<file path="src/rtl/memu_pkg.sv">
// rtl/memu_pkg.sv - shared types, exception codes and misalignment helper for the memory access unit
package memu_pkg;

    typedef enum logic [1:0] {
        IDLE = 2'd0,
        REQ  = 2'd1,
        WAIT = 2'd2,
        DONE = 2'd3
    } memu_state_t;

    typedef enum logic [1:0] {
        MSIZE1 = 2'd0,
        MSIZE2 = 2'd1,
        MSIZE4 = 2'd2,
        MSIZE8 = 2'd3
    } msize_t;

    typedef enum logic [1:0] {
        MEM_NONE  = 2'b00,
        MEM_LOAD  = 2'b01,
        MEM_STORE = 2'b10
    } memop_t;

    localparam logic [3:0] EXC_LOAD_MISALIGN  = 4'd4;
    localparam logic [3:0] EXC_STORE_MISALIGN = 4'd6;

    // Offset bits below the access size must be zero; for 8B the 3-bit mask wraps to 3'b111.
    function automatic logic misaligned(input logic [2:0] off, input logic [1:0] size);
        logic [2:0] size_mask;
        size_mask  = (3'd1 << size) - 3'd1;
        misaligned = |(off & size_mask);
    endfunction

endpackage

</file>
<file path="src/rtl/mem_align.sv">
// rtl/mem_align.sv - byte-lane shift, strobe generation and load extension shared by store and load paths
module mem_align
    import memu_pkg::*;
#(
    parameter int DATA_W = 64,
    parameter int STRB_W = DATA_W / 8,
    parameter int OFF_W  = $clog2(DATA_W / 8)
) (
    input  logic [OFF_W-1:0]  offset,
    input  logic [1:0]        size,
    input  logic              is_unsigned,
    input  logic [DATA_W-1:0] wdata,
    input  logic [DATA_W-1:0] rdata,
    output logic [DATA_W-1:0] st_data,
    output logic [STRB_W-1:0] st_strobe,
    output logic [DATA_W-1:0] ld_data
);

    logic [OFF_W+2:0]  shift;
    logic [DATA_W-1:0] raw;
    logic [DATA_W-1:0] ld_mask;
    logic              ld_sign;
    logic [7:0]        byte_mask;
    logic [15:0]       strb_wide;

    assign shift     = {offset, 3'b000};
    assign st_data   = wdata << shift;
    assign raw       = rdata >> shift;
    assign strb_wide = {8'h00, byte_mask} << offset;
    assign st_strobe = strb_wide[STRB_W-1:0];

    // Contiguous byte-enable pattern for the access size, before lane shifting.
    always_comb begin
        byte_mask = 8'h00;
        case (size)
            MSIZE1:  byte_mask = 8'h01;
            MSIZE2:  byte_mask = 8'h03;
            MSIZE4:  byte_mask = 8'h0F;
            default: byte_mask = 8'hFF;
        endcase
    end

    // Keep the accessed bits and extend; a full-width access passes raw through untouched.
    always_comb begin
        ld_mask = '0;
        ld_sign = 1'b0;
        case (size)
            MSIZE1: begin
                ld_mask[7:0] = '1;
                ld_sign      = raw[7];
            end
            MSIZE2: begin
                ld_mask[15:0] = '1;
                ld_sign       = raw[15];
            end
            MSIZE4: begin
                ld_mask[31:0] = '1;
                ld_sign       = raw[31];
            end
            default: begin
                ld_mask = '1;
                ld_sign = 1'b0;
            end
        endcase
        ld_data = (raw & ld_mask) | ((ld_sign && !is_unsigned) ? ~ld_mask : '0);
    end

endmodule

</file>
<file path="src/rtl/mem_access_unit.sv">
// rtl/mem_access_unit.sv - handshaked memory stage with bus request, alignment check and load extension; optional MEMU_LOAD_MISALIGN_EN
module mem_access_unit
    import memu_pkg::*;
#(
    parameter int DATA_W = 64,
    parameter int ADDR_W = 64,
    parameter int STRB_W = DATA_W / 8,
    parameter int OFF_W  = $clog2(DATA_W / 8)
) (
    input  logic              clk,
    input  logic              resetn,
    input  logic              in_valid,
    output logic              in_ready,
    input  logic [1:0]        in_op,
    input  logic [1:0]        in_size,
    input  logic              in_unsigned,
    input  logic [ADDR_W-1:0] in_addr,
    input  logic [DATA_W-1:0] in_wdata,
    input  logic              in_exception,
    output logic              out_valid,
    input  logic              out_ready,
    output logic [DATA_W-1:0] out_rdata,
    output logic              out_exc,
    output logic [3:0]        out_exc_code,
    output logic              stall,
    output logic              dreq_valid,
    output logic [ADDR_W-1:0] dreq_addr,
    output logic [1:0]        dreq_size,
    output logic [STRB_W-1:0] dreq_strobe,
    output logic [DATA_W-1:0] dreq_data,
    input  logic              dresp_addr_ok,
    input  logic              dresp_data_ok,
    input  logic [DATA_W-1:0] dresp_data
);

    memu_state_t       state_q, state_d;
    logic [1:0]        op_q;
    logic [1:0]        size_q;
    logic              uns_q;
    logic [ADDR_W-1:0] addr_q;
    logic [DATA_W-1:0] wdata_q;
    logic [DATA_W-1:0] rdata_q;
    logic              exc_q;
    logic [3:0]        exc_code_q;

    logic              accept;
    logic              is_mem;
    logic              misalign;
    logic              checked;
    logic              take_exc;
    logic              skip_bus;
    logic              data_cap;
    logic [DATA_W-1:0] st_data;
    logic [STRB_W-1:0] st_strobe;
    logic [DATA_W-1:0] ld_data;

    assign accept   = (state_q == IDLE) && in_valid;
    assign is_mem   = (in_op == MEM_LOAD) || (in_op == MEM_STORE);
    assign misalign = misaligned(3'(in_addr[OFF_W-1:0]), in_size);
`ifdef MEMU_LOAD_MISALIGN_EN
    assign checked  = is_mem;
`else
    assign checked  = (in_op == MEM_STORE);
`endif
    // An older exception outranks misalignment: the op is simply dropped.
    assign take_exc = checked && misalign && !in_exception;
    assign skip_bus = !is_mem || in_exception || (checked && misalign);
    assign data_cap = ((state_q == REQ) && dresp_addr_ok && dresp_data_ok) ||
                      ((state_q == WAIT) && dresp_data_ok);

    mem_align #(
        .DATA_W (DATA_W),
        .STRB_W (STRB_W),
        .OFF_W  (OFF_W)
    ) u_align (
        .offset      (addr_q[OFF_W-1:0]),
        .size        (size_q),
        .is_unsigned (uns_q),
        .wdata       (wdata_q),
        .rdata       (dresp_data),
        .st_data     (st_data),
        .st_strobe   (st_strobe),
        .ld_data     (ld_data)
    );

    // State register.
    always_ff @(posedge clk or negedge resetn) begin
        if (!resetn) begin
            state_q <= IDLE;
        end else begin
            state_q <= state_d;
        end
    end

    // Next-state and handshake outputs.
    always_comb begin
        state_d    = state_q;
        in_ready   = 1'b0;
        out_valid  = 1'b0;
        dreq_valid = 1'b0;
        case (state_q)
            IDLE: begin
                in_ready = 1'b1;
                if (in_valid) begin
                    state_d = skip_bus ? DONE : REQ;
                end
            end
            REQ: begin
                dreq_valid = 1'b1;
                if (dresp_addr_ok) begin
                    state_d = dresp_data_ok ? DONE : WAIT;
                end
            end
            WAIT: begin
                if (dresp_data_ok) begin
                    state_d = DONE;
                end
            end
            DONE: begin
                out_valid = 1'b1;
                if (out_ready) begin
                    state_d = IDLE;
                end
            end
            default: state_d = IDLE;
        endcase
    end

    // Latch the op at acceptance and capture aligned load data when the data phase completes.
    always_ff @(posedge clk or negedge resetn) begin
        if (!resetn) begin
            op_q       <= MEM_NONE;
            size_q     <= MSIZE1;
            uns_q      <= 1'b0;
            addr_q     <= '0;
            wdata_q    <= '0;
            rdata_q    <= '0;
            exc_q      <= 1'b0;
            exc_code_q <= 4'd0;
        end else if (accept) begin
            op_q       <= in_op;
            size_q     <= in_size;
            uns_q      <= in_unsigned;
            addr_q     <= in_addr;
            wdata_q    <= in_wdata;
            rdata_q    <= '0;
            exc_q      <= take_exc;
            exc_code_q <= take_exc ? ((in_op == MEM_STORE) ? EXC_STORE_MISALIGN : EXC_LOAD_MISALIGN) : 4'd0;
        end else if (data_cap && (op_q == MEM_LOAD)) begin
            rdata_q    <= ld_data;
        end
    end

    assign dreq_addr    = dreq_valid ? addr_q : '0;
    assign dreq_size    = dreq_valid ? size_q : 2'd0;
    assign dreq_strobe  = (dreq_valid && (op_q == MEM_STORE)) ? st_strobe : '0;
    assign dreq_data    = dreq_valid ? st_data : '0;
    assign out_rdata    = rdata_q;
    assign out_exc      = exc_q;
    assign out_exc_code = exc_code_q;
    assign stall        = (in_valid && !in_ready) || (in_valid && out_valid && !out_ready);

endmodule

</file>
<file path="config.mk">
export PLATFORM = sky130hd
export DESIGN_NAME = mem_access_unit
export DESIGN_NICKNAME = d
export VERILOG_FILES = /design/src/rtl/memu_pkg.sv /design/src/rtl/mem_align.sv /design/src/rtl/mem_access_unit.sv
export SDC_FILE = /design/constraint.sdc
export NUM_CORES = 1
export LEC_CHECK = 0
export CORE_UTILIZATION = 48
export CTS_CLUSTER_DIAMETER = 40
export DETAILED_ROUTE_END_ITERATION = 7
export PLACE_DENSITY = 0.82
export SKIP_LAST_GASP = 1
export SLEW_MARGIN = 10
export SYNTH_ARGS = -nofsm -noshare
export SYNTH_HDL_FRONTEND = slang
export SYNTH_HIERARCHICAL = 1
export SYNTH_SLANG_ARGS = --single-unit
</file>
<file path="constraint.sdc">
create_clock -name clk -period 2.34 [get_ports clk]
set_clock_uncertainty 0.1 [all_clocks]
set_input_delay 0.351 -clock clk [delete_from_list [all_inputs] [get_ports clk]]
set_output_delay 0.351 -clock clk [all_outputs]
set_load 0.03 [all_outputs]
</file>
# Word-level counts from Yosys, hierarchy flattened
# Cells that the tools add are included.
# op_classes
n_addsub	1
n_eq_ne	13
shifts	4
n_mux	24
n_bitwise	4
reduce_logical	29
# ops
op	count
$mux 64	5
$and 64x64->64	1
$not 64->64	1
$or 64x64->64	1
$shl 64x6->64	1
$shr 64x6->64	1
$mux 32	1
$pmux 8 s3	1
$mux 16	1
$mux 8	2
$mux 2	7
$logic_and 1x1->1	12
$eq 2x2->1 const B	5
$eq 2x1->1 const B	4
$ne 2x2->1 const B	4
$pmux 2 s4	1
$shl 8x3->8	1
$reduce_or 3->1	2
$logic_not 1->1	5
$logic_or 1x1->1	5
$logic_not 2->1	2
$mux 1	4
$reduce_and 4->1	1
$and 3x3->3	1
6 further kinds	6
# word_totals
regBits	204
inputBits	204
output_inout_bits	211
wordCells	84

# Longest topological paths before layout
# logic_depth
depth_word	9
depth_mapped	10
ltp_nobuf	6

# Modules after synthesis
# The synthesis kept the hierarchy.
# by_module_without_submodules
module	instances	cells_per_inst	area_per_inst_um2	seq_area_each_um2
mem_access_unit	1	1036	8892.3	5029.8
mem_align	1	590	4461.8	0.0

# Least setup slack after synthesis
# OpenSTA, ideal clock, no wires.
# synth_timing
path_kind	reg-to-output
from	reg state_q[1]
to	out dreq_addr[40]
arrival_time_ps	1816
required_time_ps	1889
setup_slack_ps	73
path_stages_with_launch	7
n_path_buf	3
cell_sequence	dfrtp_1 inv_1 ha_1 buf_6 clkbuf_1 clkbuf_1 and2_1
# synth_between
elab_chain_cells	3
# synth_rtl
element	line	text
start: declaration	mem_access_unit.sv:36	memu_state_t state_q, state_d;
start signal: assignment	mem_access_unit.sv:91	state_q <= state_d;
$eq 2x1->1	mem_access_unit.sv:101	case (state_q)
$mux 1	mem_access_unit.sv:101	
named net dreq_valid	mem_access_unit.sv:26	output logic dreq_valid,
$mux 64	mem_access_unit.sv:154	assign dreq_addr = dreq_valid ? addr_q : '0;
end: declaration	mem_access_unit.sv:27	output logic [ADDR_W-1:0] dreq_addr,
# The timed path passes the listed nets, and every way through them passes these cells.

# Worst setup path after layout
# layout_timing
from	reg addr_q[1]
to	out dreq_data[52]
# layout_between
elab_chain_cells	2
# layout_rtl
element	line	text
start: declaration	mem_access_unit.sv:40	logic [ADDR_W-1:0] addr_q;
start signal: assignment	mem_access_unit.sv:144	addr_q <= in_addr;
$shl 64x6->64	mem_align.sv:27	assign st_data = wdata << shift;
named net st_data[52]	mem_access_unit.sv:53	logic [DATA_W-1:0] st_data;
$mux 64	mem_access_unit.sv:157	assign dreq_data = dreq_valid ? st_data : '0;
end: declaration	mem_access_unit.sv:30	output logic [DATA_W-1:0] dreq_data,
# The timed path passes the listed nets, and every way through them passes these cells.

==> results_dict.tcl <==
set metrics [dict create \
    powerDensity_nw_per_um2 1545 \
    hold_violations 0 \
    fill_cells 1700 \
    numClockSinks 201 \
    drv_slew 0 \
    synthCells 1626 \
    dpl_worst_slack_ps -287.8 \
    cts_made_buffers 34 \
    slew_headroom_pct 60.42 \
    synth_compound_area_share_pct 9.547 \
    initialDrtViolationCount 1450 \
    hpwl_um 35930 \
    synth-simple-area-share_pct 29.42 \
    whs_ps 229.1 \
    syn_area_sq_um 13350 \
    drc 0 \
    final_antenna_net_count 0 \
    cp_slowest_cell "dfrtp_4" \
    worstRegToRegCells 11 \
    portBuffers 412 \
    max_freq_ghz 0.3616 \
    wl_met3_um 5468 \
    layout_min_cycle_time_ps 2766 \
    die_h_um 168.8 \
    cp.arrival_ps 2310 \
    crit_chain "buf_12 -> buf_12 -> mux2i_1 -> nor2_1 -> a21oi_2 -> mux2i_1 -> and2_1 -> buf_6" \
    critical_path.max_stage_delay_ps 520 \
    r2r-start "addr_q[1]" \
    ir_worst_vdd_mv 0.9215 \
    synth_mux_area_share_pct 15.97 \
    drt-vias-per-instance 5.731 \
    met2_length_um 25760 \
    setup_slack_ps -425.5 \
    ys_warn_count 6 \
    tritoncts "yes" \
    seq_area_frac_synth_pct 37.67 \
    synth_xor_area_share_pct 0 \
    synth_top_family_by_area "simple AND/OR/NAND/NOR gates" \
    synthArstFlopShare_pct 100.0 \
    drt-total-wl_um 54360 \
    drv_cap 0 \
    synth_fa_ha_area_share_pct 0.5622 \
    synth_ff_type "dfrtp_1" \
    ioPinCount 415 \
    start_kind "flop" \
    firstDrtPassIters 5 \
    grt-ovfl-total 0 \
    h-tree-depth 2 \
    post-route-period-util_pct 118.2 \
    cp_data_required_time_ps 1890 \
    die_w_um 168.8 \
    drive_gt1_share_pct 27.73 \
    r2r_slack_ps -130 \
    antenna_found_initial 4 \
    dieArea_sq_um 28490 \
    core_area_sq_um 27100 \
    synth_cell_types 51 \
    grt.total_usage_pct 36.55 \
    place_congestion 0.9873 \
    end_kind "output pin" \
    violations "negative setup slack" \
    setup_viol 133 \
    wire_per_inst_um 21.50 \
    postSynthAreaPerCell_sq_um 8.213 \
    highest_layer "met4" \
    r2r_end "out_rdata[34]" \
    nNetsFinal 2338 \
    grt_max_degree 88 \
    critical_path_peak_fanout 6 \
    root_buffer "clkbuf_16" \
    crit_type "flop to output pin" \
    rsz0062_at_grt "true" \
    clock_latency_ps 520 \
    status "finished with violations" \
    wl_met1_um 20080 \
    worst_pin_slew_ps 591.5 \
    hp-class "input port to asynchronous set/reset pin" \
    std_cell_rows 60 \
    ys_ff_latch 201 \
    grt_pass1_vias 14300 \
    leakagePower_nw 9.759 \
    via_count 14490 \
    clk_pin_slew_ps 60 \
    areaGrowthSynthToFinish_pct 59.94 \
    max-clock-path-buffers 3 \
    synth-edff-count 0 \
    p_total_mw 33.00 \
    grt_pass1_wl_um 80410 \
    initial_core_util_pct 49.28 \
]
==> sequential cells by signal, summed over array words and instances (netlist names) <==
register and cells:
out_rdata 64, addr_q 64, uns_q 1, wdata_q 64, op_q 2, state_q 2, size_q 2, out_exc_code 2
==> layout make-up <==
class	count	area, sq um	share of cell area, %
inverter	6	26.28	0.1230
multi-input combinational	1279	8164	38.22
timing repair buffer	606	6506	30.46
clock inverter	23	260.3	1.219
clock buffer	38	885.9	4.148
sequential	201	5042	23.61
antenna	3	7.507	0.03515
tap	372	465.4	2.179
==> critical path, delay by kind of cell, from the launching register on <==
family	cells	cell delay (ps)
DFF	1	520
and+or+nand+nor	2	450
buffers and inverters	3	410
muxes	2	330
AOI/OAI and AO/OA	1	80
==> through the flow <==
| step | instance area [sq um] | utilization, % | std cells | setup TNS, ps |
|---|---|---|---|---|
| after floorplan | 13360 | - | 1627 | 0 |
| after CTS | 20720 | 76.45 | 2508 | -21810 |
| after global placement | 18280 | 67.46 | 2390 | -7608 |
| after global routing | 21360 | 78.80 | 2527 | -33640 |
| final | 21360 | 78.81 | 2528 | -23250 |
| after detailed placement | 18280 | 67.46 | 2390 | -12880 |
==> layer usage <==
layer	track usage [%]	up-vias
li1	-	6407
met1	44.87	7023
met2	59.45	876
met3	9.493	182
met4	18.62	0
met5	0	-
==> power breakdown <==
part / internal (mW) / switching, mW
combinational: 9.89 / 11.7
clock: 3.12 / 1.90
sequential: 5.03 / 1.34
==> cell usage after synthesis, types with 22 or more instances <==
cell	number	share of area, %
a21oi_1	81	3.0
and2_1	148	6.9
buf_2	32	1.2
buf_4	26	1.5
buf_6	29	2.4
clkbuf_1	51	1.4
dfrtp_1	201	38
mux2_2	33	2.8
mux2i_1	125	9.4
mux4_2	22	3.7
nand2_1	585	16
nand4_1	34	1.6
nor2_1	63	1.8
o21ai_0	49	1.8
==> worst max path at each step <==
stage / start / end / slack (ps) / cells past startpoint
floorplan: state_q[1] / dreq_addr[40] / 70 / 6
global placement: addr_q[1] / dreq_data[60] / -300 / 7
detailed placement: addr_q[1] / dreq_data[60] / -290 / 7
CTS: addr_q[1] / dreq_data[56] / -410 / 8
global route: addr_q[1] / dreq_data[50] / -470 / 9
finish: addr_q[1] / dreq_data[52] / -430 / 8
==> cells in the final DEF, fill, tap and decap left out, drive strengths merged, types with 9 or more instances in the layout <==
cell           Yosys  final
mux2              34     34
dfrtp            201    201
and2             148    148
o2bb2ai           10     10
mux4              22     22
nand2            585    585
nor2              63     63
nand4             34     34
o22ai             18     18
o21ai             50     50
buf               89    283
nand2b            13     13
nor2b             15     15
nand3             11     11
clkdlybuf4s50      0    270
mux2i            125    125
clkbuf            52     61
inv                6     10
clkinv             0      9
a21oi             93     93
clkdlybuf4s15      0     25
o211ai             9      9
==> repair_timing <==
item / CTS / global route
endpoints found under the hold margin: 36 / 0
pin swaps: 42 / 26
setup buffers: 48 / 16
gates cloned: 10 / 5
endpoints found under the setup margin: 188 / 182
hold buffers: 1 / 0
resized for setup: 361 / 189
==> kinds of logic (layout without fill, tap and decap cells) <==
logic type / after synthesis / after routing
buf+inv: 147 / 673
fa+ha+maj: 6 / 6
simple gates: 883 / 883
other cells: 1 / 5
flops: 201 / 201
mux: 181 / 181
compound gates: 207 / 207
(Power assumes the default switching activity.)
